## src/rtl/wb_bfm_pkg.sv

```systemverilog
// Shared constants for the Wishbone B3 burst master: burst type codes,
// cycle type identifiers, FSM state encoding and the per-beat CTI rule.
package wb_bfm_pkg;

   // Burst type codes as carried on cmd_type_i; codes above CONSTANT_BURST are illegal.
   localparam logic [2:0] LINEAR_BURST   = 3'd0;
   localparam logic [2:0] WRAP_4_BURST   = 3'd1;
   localparam logic [2:0] WRAP_8_BURST   = 3'd2;
   localparam logic [2:0] WRAP_16_BURST  = 3'd3;
   localparam logic [2:0] CONSTANT_BURST = 3'd4;

   // Wishbone cycle type identifiers
   localparam logic [2:0] CTI_CLASSIC = 3'b000;
   localparam logic [2:0] CTI_CONST   = 3'b001;
   localparam logic [2:0] CTI_INC     = 3'b010;
   localparam logic [2:0] CTI_EOB     = 3'b111;

   // FSM states
   localparam logic [1:0] ST_IDLE = 2'd0;
   localparam logic [1:0] ST_BUS  = 2'd1;
   localparam logic [1:0] ST_DONE = 2'd2;

   // CTI for one beat: a single-beat command is a classic cycle, the last
   // beat of a longer burst ends it, everything else announces more beats.
   function automatic logic [2:0] beat_cti(input logic       last,
                                           input logic       single,
                                           input logic [2:0] btype);
      if (single)                  return CTI_CLASSIC;
      if (last)                    return CTI_EOB;
      if (btype == CONSTANT_BURST) return CTI_CONST;
      return CTI_INC;
   endfunction

endpackage

```

## src/rtl/wb_bfm_adr_gen.sv

```systemverilog
// Next-word-address generator and BTE mapping for the burst master.
// Ports:
//   cur_word   - current word address (byte address >> 2)
//   burst_type - burst type code
//   next_word  - word address of the following beat
//   bte        - burst type extension for this burst type
module wb_bfm_adr_gen
   import wb_bfm_pkg::*;
#(
   parameter int WW = 30
) (
   input  logic [WW-1:0] cur_word,
   input  logic [2:0]    burst_type,
   output logic [WW-1:0] next_word,
   output logic [1:0]    bte
);

   logic [WW-1:0] incr;
   logic [WW-1:0] mask;

   assign incr = cur_word + WW'(1);

   always_comb begin
      mask = '0;
      bte  = 2'b00;
      case (burst_type)
         WRAP_4_BURST:  begin mask = WW'(3);  bte = 2'b01; end
         WRAP_8_BURST:  begin mask = WW'(7);  bte = 2'b10; end
         WRAP_16_BURST: begin mask = WW'(15); bte = 2'b11; end
         default: ;
      endcase
      // Wrapping bursts only advance the low bits; the upper bits stay put.
      if (burst_type == CONSTANT_BURST)
         next_word = cur_word;
      else if (mask != '0)
         next_word = (cur_word & ~mask) | (incr & mask);
      else
         next_word = incr;
   end

endmodule

```

## src/rtl/wb_bfm_burst_master.sv

```systemverilog
// Wishbone B3 burst master for bus-fabric test harnesses. Takes one command
// at a time (read/write, start address, length, burst type) and drives a
// classic, incrementing, wrapping or constant-address burst.
// Ports:
//   wb_clk_i, wb_rst_i         - clock, synchronous active-high reset
//   cmd_*                      - command handshake and fields (cmd_ready_o high in IDLE)
//   cmd_wdata_i                - write beats, beat k at [dw*k +: dw]
//   wb_*_o / wb_*_i            - Wishbone master interface, all outputs registered
//   rdata_o                    - captured read beats, same layout as cmd_wdata_i
//   done_o, err_o              - one-cycle completion pulse and its error status
module wb_bfm_burst_master
   import wb_bfm_pkg::*;
#(
   parameter int aw               = 32,
   parameter int dw               = 32,
   parameter int MAX_BURST_LENGTH = 5
) (
   input  logic                                 wb_clk_i,
   input  logic                                 wb_rst_i,
   input  logic                                 cmd_valid_i,
   output logic                                 cmd_ready_o,
   input  logic                                 cmd_we_i,
   input  logic [aw-1:0]                        cmd_adr_i,
   input  logic [3:0]                           cmd_sel_i,
   input  logic [$clog2(MAX_BURST_LENGTH+1)-1:0] cmd_len_i,
   input  logic [2:0]                           cmd_type_i,
   input  logic [dw*MAX_BURST_LENGTH-1:0]       cmd_wdata_i,
   output logic [aw-1:0]                        wb_adr_o,
   output logic [dw-1:0]                        wb_dat_o,
   output logic [3:0]                           wb_sel_o,
   output logic                                 wb_we_o,
   output logic                                 wb_cyc_o,
   output logic                                 wb_stb_o,
   output logic [2:0]                           wb_cti_o,
   output logic [1:0]                           wb_bte_o,
   input  logic [dw-1:0]                        wb_dat_i,
   input  logic                                 wb_ack_i,
   input  logic                                 wb_err_i,
   input  logic                                 wb_rty_i,
   output logic [dw*MAX_BURST_LENGTH-1:0]       rdata_o,
   output logic                                 done_o,
   output logic                                 err_o
);

   localparam int LW = $clog2(MAX_BURST_LENGTH+1);
   localparam int WW = aw - 2;

   logic [1:0]                     state;
   logic [2:0]                     btype;
   logic [LW-1:0]                  len;
   logic [LW-1:0]                  beat;
   logic [LW-1:0]                  nbeat;
   logic [LW-1:0]                  len_eff;
   logic [dw*MAX_BURST_LENGTH-1:0] wdata;
   logic                           err_q;
   logic                           accept;
   logic                           hs;
   logic                           term;
   logic                           last;
   logic [2:0]                     gen_type;
   logic [WW-1:0]                  next_word;
   logic [1:0]                     bte_sel;
   logic                           unused_adr_bits;

   // Byte offset within the word is ignored.
   assign unused_adr_bits = ^cmd_adr_i[1:0];

   assign cmd_ready_o = (state == ST_IDLE) && !wb_rst_i;
   assign accept      = cmd_valid_i && cmd_ready_o;
   assign done_o      = (state == ST_DONE);
   assign err_o       = err_q;

   assign hs    = (state == ST_BUS) && wb_stb_o && (wb_ack_i || wb_err_i || wb_rty_i);
   assign term  = wb_err_i || wb_rty_i;   // err/rty win over a simultaneous ack
   assign last  = (beat == len - LW'(1));
   assign nbeat = beat + LW'(1);

   // In IDLE the generator sees the incoming type so its BTE can be registered
   // at acceptance; during the burst it follows the latched type.
   assign gen_type = (state == ST_IDLE) ? cmd_type_i : btype;

   wb_bfm_adr_gen #(.WW(WW)) u_adr_gen (
      .cur_word   (wb_adr_o[aw-1:2]),
      .burst_type (gen_type),
      .next_word  (next_word),
      .bte        (bte_sel)
   );

   always_comb begin
      len_eff = cmd_len_i;
      if (cmd_len_i == '0)
         len_eff = LW'(1);
      else if (cmd_len_i > LW'(MAX_BURST_LENGTH))
         len_eff = LW'(MAX_BURST_LENGTH);
   end

   always_ff @(posedge wb_clk_i) begin
      if (wb_rst_i) begin
         state    <= ST_IDLE;
         btype    <= '0;
         len      <= '0;
         beat     <= '0;
         wdata    <= '0;
         err_q    <= 1'b0;
         rdata_o  <= '0;
         wb_cyc_o <= 1'b0;
         wb_stb_o <= 1'b0;
         wb_we_o  <= 1'b0;
         wb_sel_o <= '0;
         wb_adr_o <= '0;
         wb_dat_o <= '0;
         wb_cti_o <= '0;
         wb_bte_o <= '0;
      end else begin
         case (state)
            ST_IDLE: begin
               if (accept) begin
                  err_q <= 1'b0;
                  if (cmd_type_i > CONSTANT_BURST) begin
                     // Illegal burst type: report an error without touching the bus.
                     err_q <= 1'b1;
                     state <= ST_DONE;
                  end else begin
                     btype    <= cmd_type_i;
                     len      <= len_eff;
                     beat     <= '0;
                     wdata    <= cmd_wdata_i;
                     wb_cyc_o <= 1'b1;
                     wb_stb_o <= 1'b1;
                     wb_we_o  <= cmd_we_i;
                     wb_sel_o <= cmd_sel_i;
                     wb_adr_o <= {cmd_adr_i[aw-1:2], 2'b00};
                     wb_dat_o <= cmd_we_i ? cmd_wdata_i[dw-1:0] : '0;
                     wb_cti_o <= beat_cti(len_eff == LW'(1), len_eff == LW'(1), cmd_type_i);
                     wb_bte_o <= bte_sel;
                     state    <= ST_BUS;
                  end
               end
            end
            ST_BUS: begin
               if (hs) begin
                  if (wb_ack_i && !term && !wb_we_o)
                     rdata_o[dw*int'(beat) +: dw] <= wb_dat_i;
                  if (term || last) begin
                     wb_cyc_o <= 1'b0;
                     wb_stb_o <= 1'b0;
                     wb_we_o  <= 1'b0;
                     wb_sel_o <= '0;
                     wb_adr_o <= '0;
                     wb_dat_o <= '0;
                     wb_cti_o <= '0;
                     wb_bte_o <= '0;
                     err_q    <= term;
                     state    <= ST_DONE;
                  end else begin
                     // stb stays high so a zero-wait slave gets one beat per clock.
                     beat     <= nbeat;
                     wb_adr_o <= {next_word, 2'b00};
                     wb_dat_o <= wb_we_o ? wdata[dw*int'(nbeat) +: dw] : '0;
                     wb_cti_o <= beat_cti(nbeat == len - LW'(1), 1'b0, btype);
                  end
               end
            end
            ST_DONE: state <= ST_IDLE;
            default: state <= ST_IDLE;
         endcase
      end
   end

endmodule

```

## config.mk

```make
export PLATFORM = sky130hd
export DESIGN_NAME = wb_bfm_burst_master
export DESIGN_NICKNAME = d
export VERILOG_FILES = /design/src/rtl/wb_bfm_pkg.sv /design/src/rtl/wb_bfm_adr_gen.sv /design/src/rtl/wb_bfm_burst_master.sv
export SDC_FILE = /design/constraint.sdc
export NUM_CORES = 1
export LEC_CHECK = 0
export BUFFER_PORTS_ARGS = -buffer_cell sky130_fd_sc_hd__buf_4
export CAP_MARGIN = 20
export CORE_AREA = 2 2 187 189
export CTS_CLUSTER_DIAMETER = 40
export DETAILED_ROUTE_END_ITERATION = 12
export DIE_AREA = 0 0 189 191
export PLACE_DENSITY = 0.78
export SLEW_MARGIN = 5
export SYNTH_ARGS = -nofsm -noshare
export SYNTH_HDL_FRONTEND = slang
export SYNTH_SLANG_ARGS = --single-unit
export TNS_END_PERCENT = 10
```

## constraint.sdc

```tcl
create_clock -name wb_clk_i -period 3.9 [get_ports wb_clk_i]
set_input_delay 0.78 -clock wb_clk_i [delete_from_list [all_inputs] [get_ports wb_clk_i]]
set_output_delay 0.78 -clock wb_clk_i [all_outputs]
set_load 0.01 [all_outputs]
```

==> results by group <==
Outcome
  • Status: finished, final reports clean

Worst setup path
  • Crit-path cells: inv_1, ha_4, and3_1, buf_4, and2_1, nand3_1, a21oi_1
  • CP peak stage delay: 800 ps
  • CP Data Arrival Time: 3440 ps
  • Critical-path top delay cell: ha_4
  • Critical-path maximum fanout: 40
  • Delay-heaviest family, CP: simple AND/OR/NAND/NOR gates
  • Setup crit start kind: flip-flop
  • Type of the worst setup path: reg -> reg
  • CP bufs+invs: 2
  • Critical Path RT: 4380 ps
  • Crit. End Element: flip-flop

Floorplanning
  • Total die area: 0.0361 mm^2
  • Row count: 68
  • Core area: 0.0341 mm^2
  • Die X-Extent: 189 um
  • I/O pins: 480
  • Die Ht: 191 um
  • Initial core utilization: 48.9%

Detailed routing
  • Routed WL: 55.9 mm
  • Starting DRT DRC Count: 1,216
  • Routed Antenna Nets: 0
  • Drt wl/cell: 19.2 um
  • Pre-antenna DRT Iters: 6
  • # DRC: 0
  • Vias per Instance: 5.68
  • Vias: 16,500

Clocking
  • CTS tree: yes
  • Clock sink total: 405
  • CTS clk-pin slew, worst paths: 60 ps
  • Post-CTS setup buffers: 0
  • Clock Latency Late Sink: 570 ps
  • # hold bufs at CTS: 0
  • CTS buffer count: 51
  • Post-cts resize count: 0
  • Maximum clock path buffer count: 3
  • Root Buffer: clkbuf_16
  • H-tree depth: 2

Timing
  • Minimum clock period: 2960 ps
  • Slew Limit Fails: 0
  • Max transition margin: 30.1%
  • Tcrit/Tclk final: 75.8%
  • Setup violators final: 0
  • Fin Setup TNS: 0 ps
  • Worst Skew: 11.4 ps
  • Actual slew at the worst max-slew pin: 1050 ps
  • Fmax: 338 MHz
  • Final hold viol count: 0
  • Hold WS: 451 ps
  • Unrepaired setup endpoints after global routing: false

Layout
  • Layout cells sized above 1: 26.5%
  • Fill count: 2,767
  • Area delta synth->final: 33.3%
  • Final nets: 2,663

Hold path
  • HP Class: reg -> reg

Yosys
  • Fraction of registers with async set or reset after synthesis: 0%
  • Synth warnings: 0
  • Yosys cell types: 68
  • Post-synthesis cell count: 2,024
  • Avg Inst Size Synth: 8.25 um^2
  • Sequential fraction of the synthesis area: 48.6%
  • Number of synthesized register bits: 405
  • Synth Flop Type: dfxtp_1
  • Mapped cell area: 0.0167 mm^2
  • Post-synth EDFFs: 0

Pwr
  • Maximum vdd drop: 0.000372 V
  • Pwr/cell area: 449 mW/mm^2
  • Power, Total: 10.0 mW
  • Leakage: 8.60 nW

Placement
  • Hpwl dp: 37.6 mm
  • Port bufs: 475
  • GP Congestion: 0.902

Global routing
  • Largest net degree at the start of global routing: 208
  • Vias in the first global route: 16,000
  • First-pass GRT wire length: 85.8 mm
  • Initial antenna violation count: 3
  • All-Layer GR Usage: 29.6%
  • Congestion Overflow GR: 0

Job
  • Max-Cap Viols: 0
-- stage by stage --
stage | std cells | worst slack, ps | utilization (%) | instance area (um^2)
final | 2913 | 945 | 65.2 | 22300
after detailed placement | 2816 | 854 | 60.0 | 20500
after floorplan | 2025 | 1380 | - | 16700
after global routing | 2912 | 713 | 65.2 | 22300
after global placement | 2816 | 896 | 60.0 | 20500
after CTS | 2910 | 894 | 65.2 | 22300
-- cells in the mapped netlist, drive strengths merged, types with 4 or more instances --
master | number | share of area [%]
a211oi | 6 | 0.27
a21oi | 325 | 9.7
a221oi | 8 | 0.42
a222oi | 14 | 0.84
a22o | 14 | 0.73
a22oi | 27 | 1.2
and2 | 14 | 0.54
and3 | 12 | 0.45
and4 | 4 | 0.21
buf | 52 | 1.6
clkbuf | 117 | 2.6
dfxtp | 405 | 49
ha | 8 | 0.60
inv | 11 | 0.25
mux2i | 33 | 2.0
mux4 | 32 | 4.3
nand2 | 538 | 12
nand2b | 4 | 0.15
nand3 | 124 | 3.7
nand4 | 10 | 0.37
nor2 | 103 | 2.3
nor2b | 5 | 0.19
nor3 | 20 | 0.63
nor4 | 4 | 0.19
o211ai | 18 | 0.81
o21ai | 43 | 1.3
o31ai | 11 | 0.52
or3 | 7 | 0.29
xnor2 | 10 | 0.52
xor2 | 9 | 0.47
-- area by class of cell --
cell class	instances	area, um^2	area share (%)
flip-flops and latches	405	8110	36.4
multi-input cells	1440	7900	35.5
repair buffers	505	3860	17.3
clock buffers	57	1340	6.01
well taps	455	569	2.56
clock inverters	37	430	1.93
inverters	11	41.3	0.185
diodes	3	7.51	0.0337
-- final timing paths --
check         startpoint           to  slack, ps  depth (start not counted)
max              beat[0]  rdata_o[75]        940                          7
min          rdata_o[92]  rdata_o[92]        450                          2
max reg2reg      beat[0]  rdata_o[75]        940                          7
min reg2reg  rdata_o[92]  rdata_o[92]        450                          2
-- registers in the layout (all words and copies together) (netlist names), 2 cells and up --
register and cells:
wb_adr_o 30, rdata_o 160, beat 3, wb_sel_o 4, btype 3, state 2
len 3, wb_dat_o 32, wb_bte_o 2, wdata 160, wb_cti_o 3
-- power by group --
| part | total [mW] | internal, mW | leakage, nW | switching, mW |
|---|---|---|---|---|
| Clock | 4.88 | 2.93 | 0.867 | 1.95 |
| Sequential | 4.33 | 4.24 | 3.28 | 0.0810 |
| Combinational | 0.795 | 0.362 | 4.45 | 0.433 |
-- cell usage in the layout, fill, tap and decap left out, drive strengths merged, types with 4 or more instances in the layout --
master      n
a21oi     325
nand2b      4
nor2b       5
nor4        4
a222oi     14
nand2     538
and3       12
clkinvlp    4
bufinv      6
buf       505
o31ai      11
dfxtp     405
ha          8
or3         7
mux4       32
nor2      103
clkbuf     57
o211ai     18
nand4      10
xor2        9
a22oi      27
clkinv     11
xnor2      10
and4        4
nand3     124
mux2i      33
a211oi      6
a22o       14
nor3       20
and2       14
inv        27
o21ai      43
a221oi      8
-- tightest hold or removal path, stage by stage (launching register included) --
cell and delay (ps):
dfxtp_1 310, nand2_1 50, a21oi_1 50
-- layer usage --
metal / track usage [%] / vias up / share of wire, %
li1: - / 7779 / -
met1: 35.4 / 7850 / 37
met2: 50.5 / 769 / 48
met3: 7.12 / 147 / 9.7
met4: 13.5 / 0 / 4.5
met5: 0 / - / 0
-- logic make-up after synthesis --
family | share of synthesized area, %
other | 0.0225
muxes | 6.43
xor gates and xnor gates | 1.14
buffers and inverters | 4.48
DFF | 48.6
adders and majority gates | 0.599
AOI/OAI and AO/OA | 17.1
and+or+nand+nor | 21.7
Power figures use the tool's default switching activity.
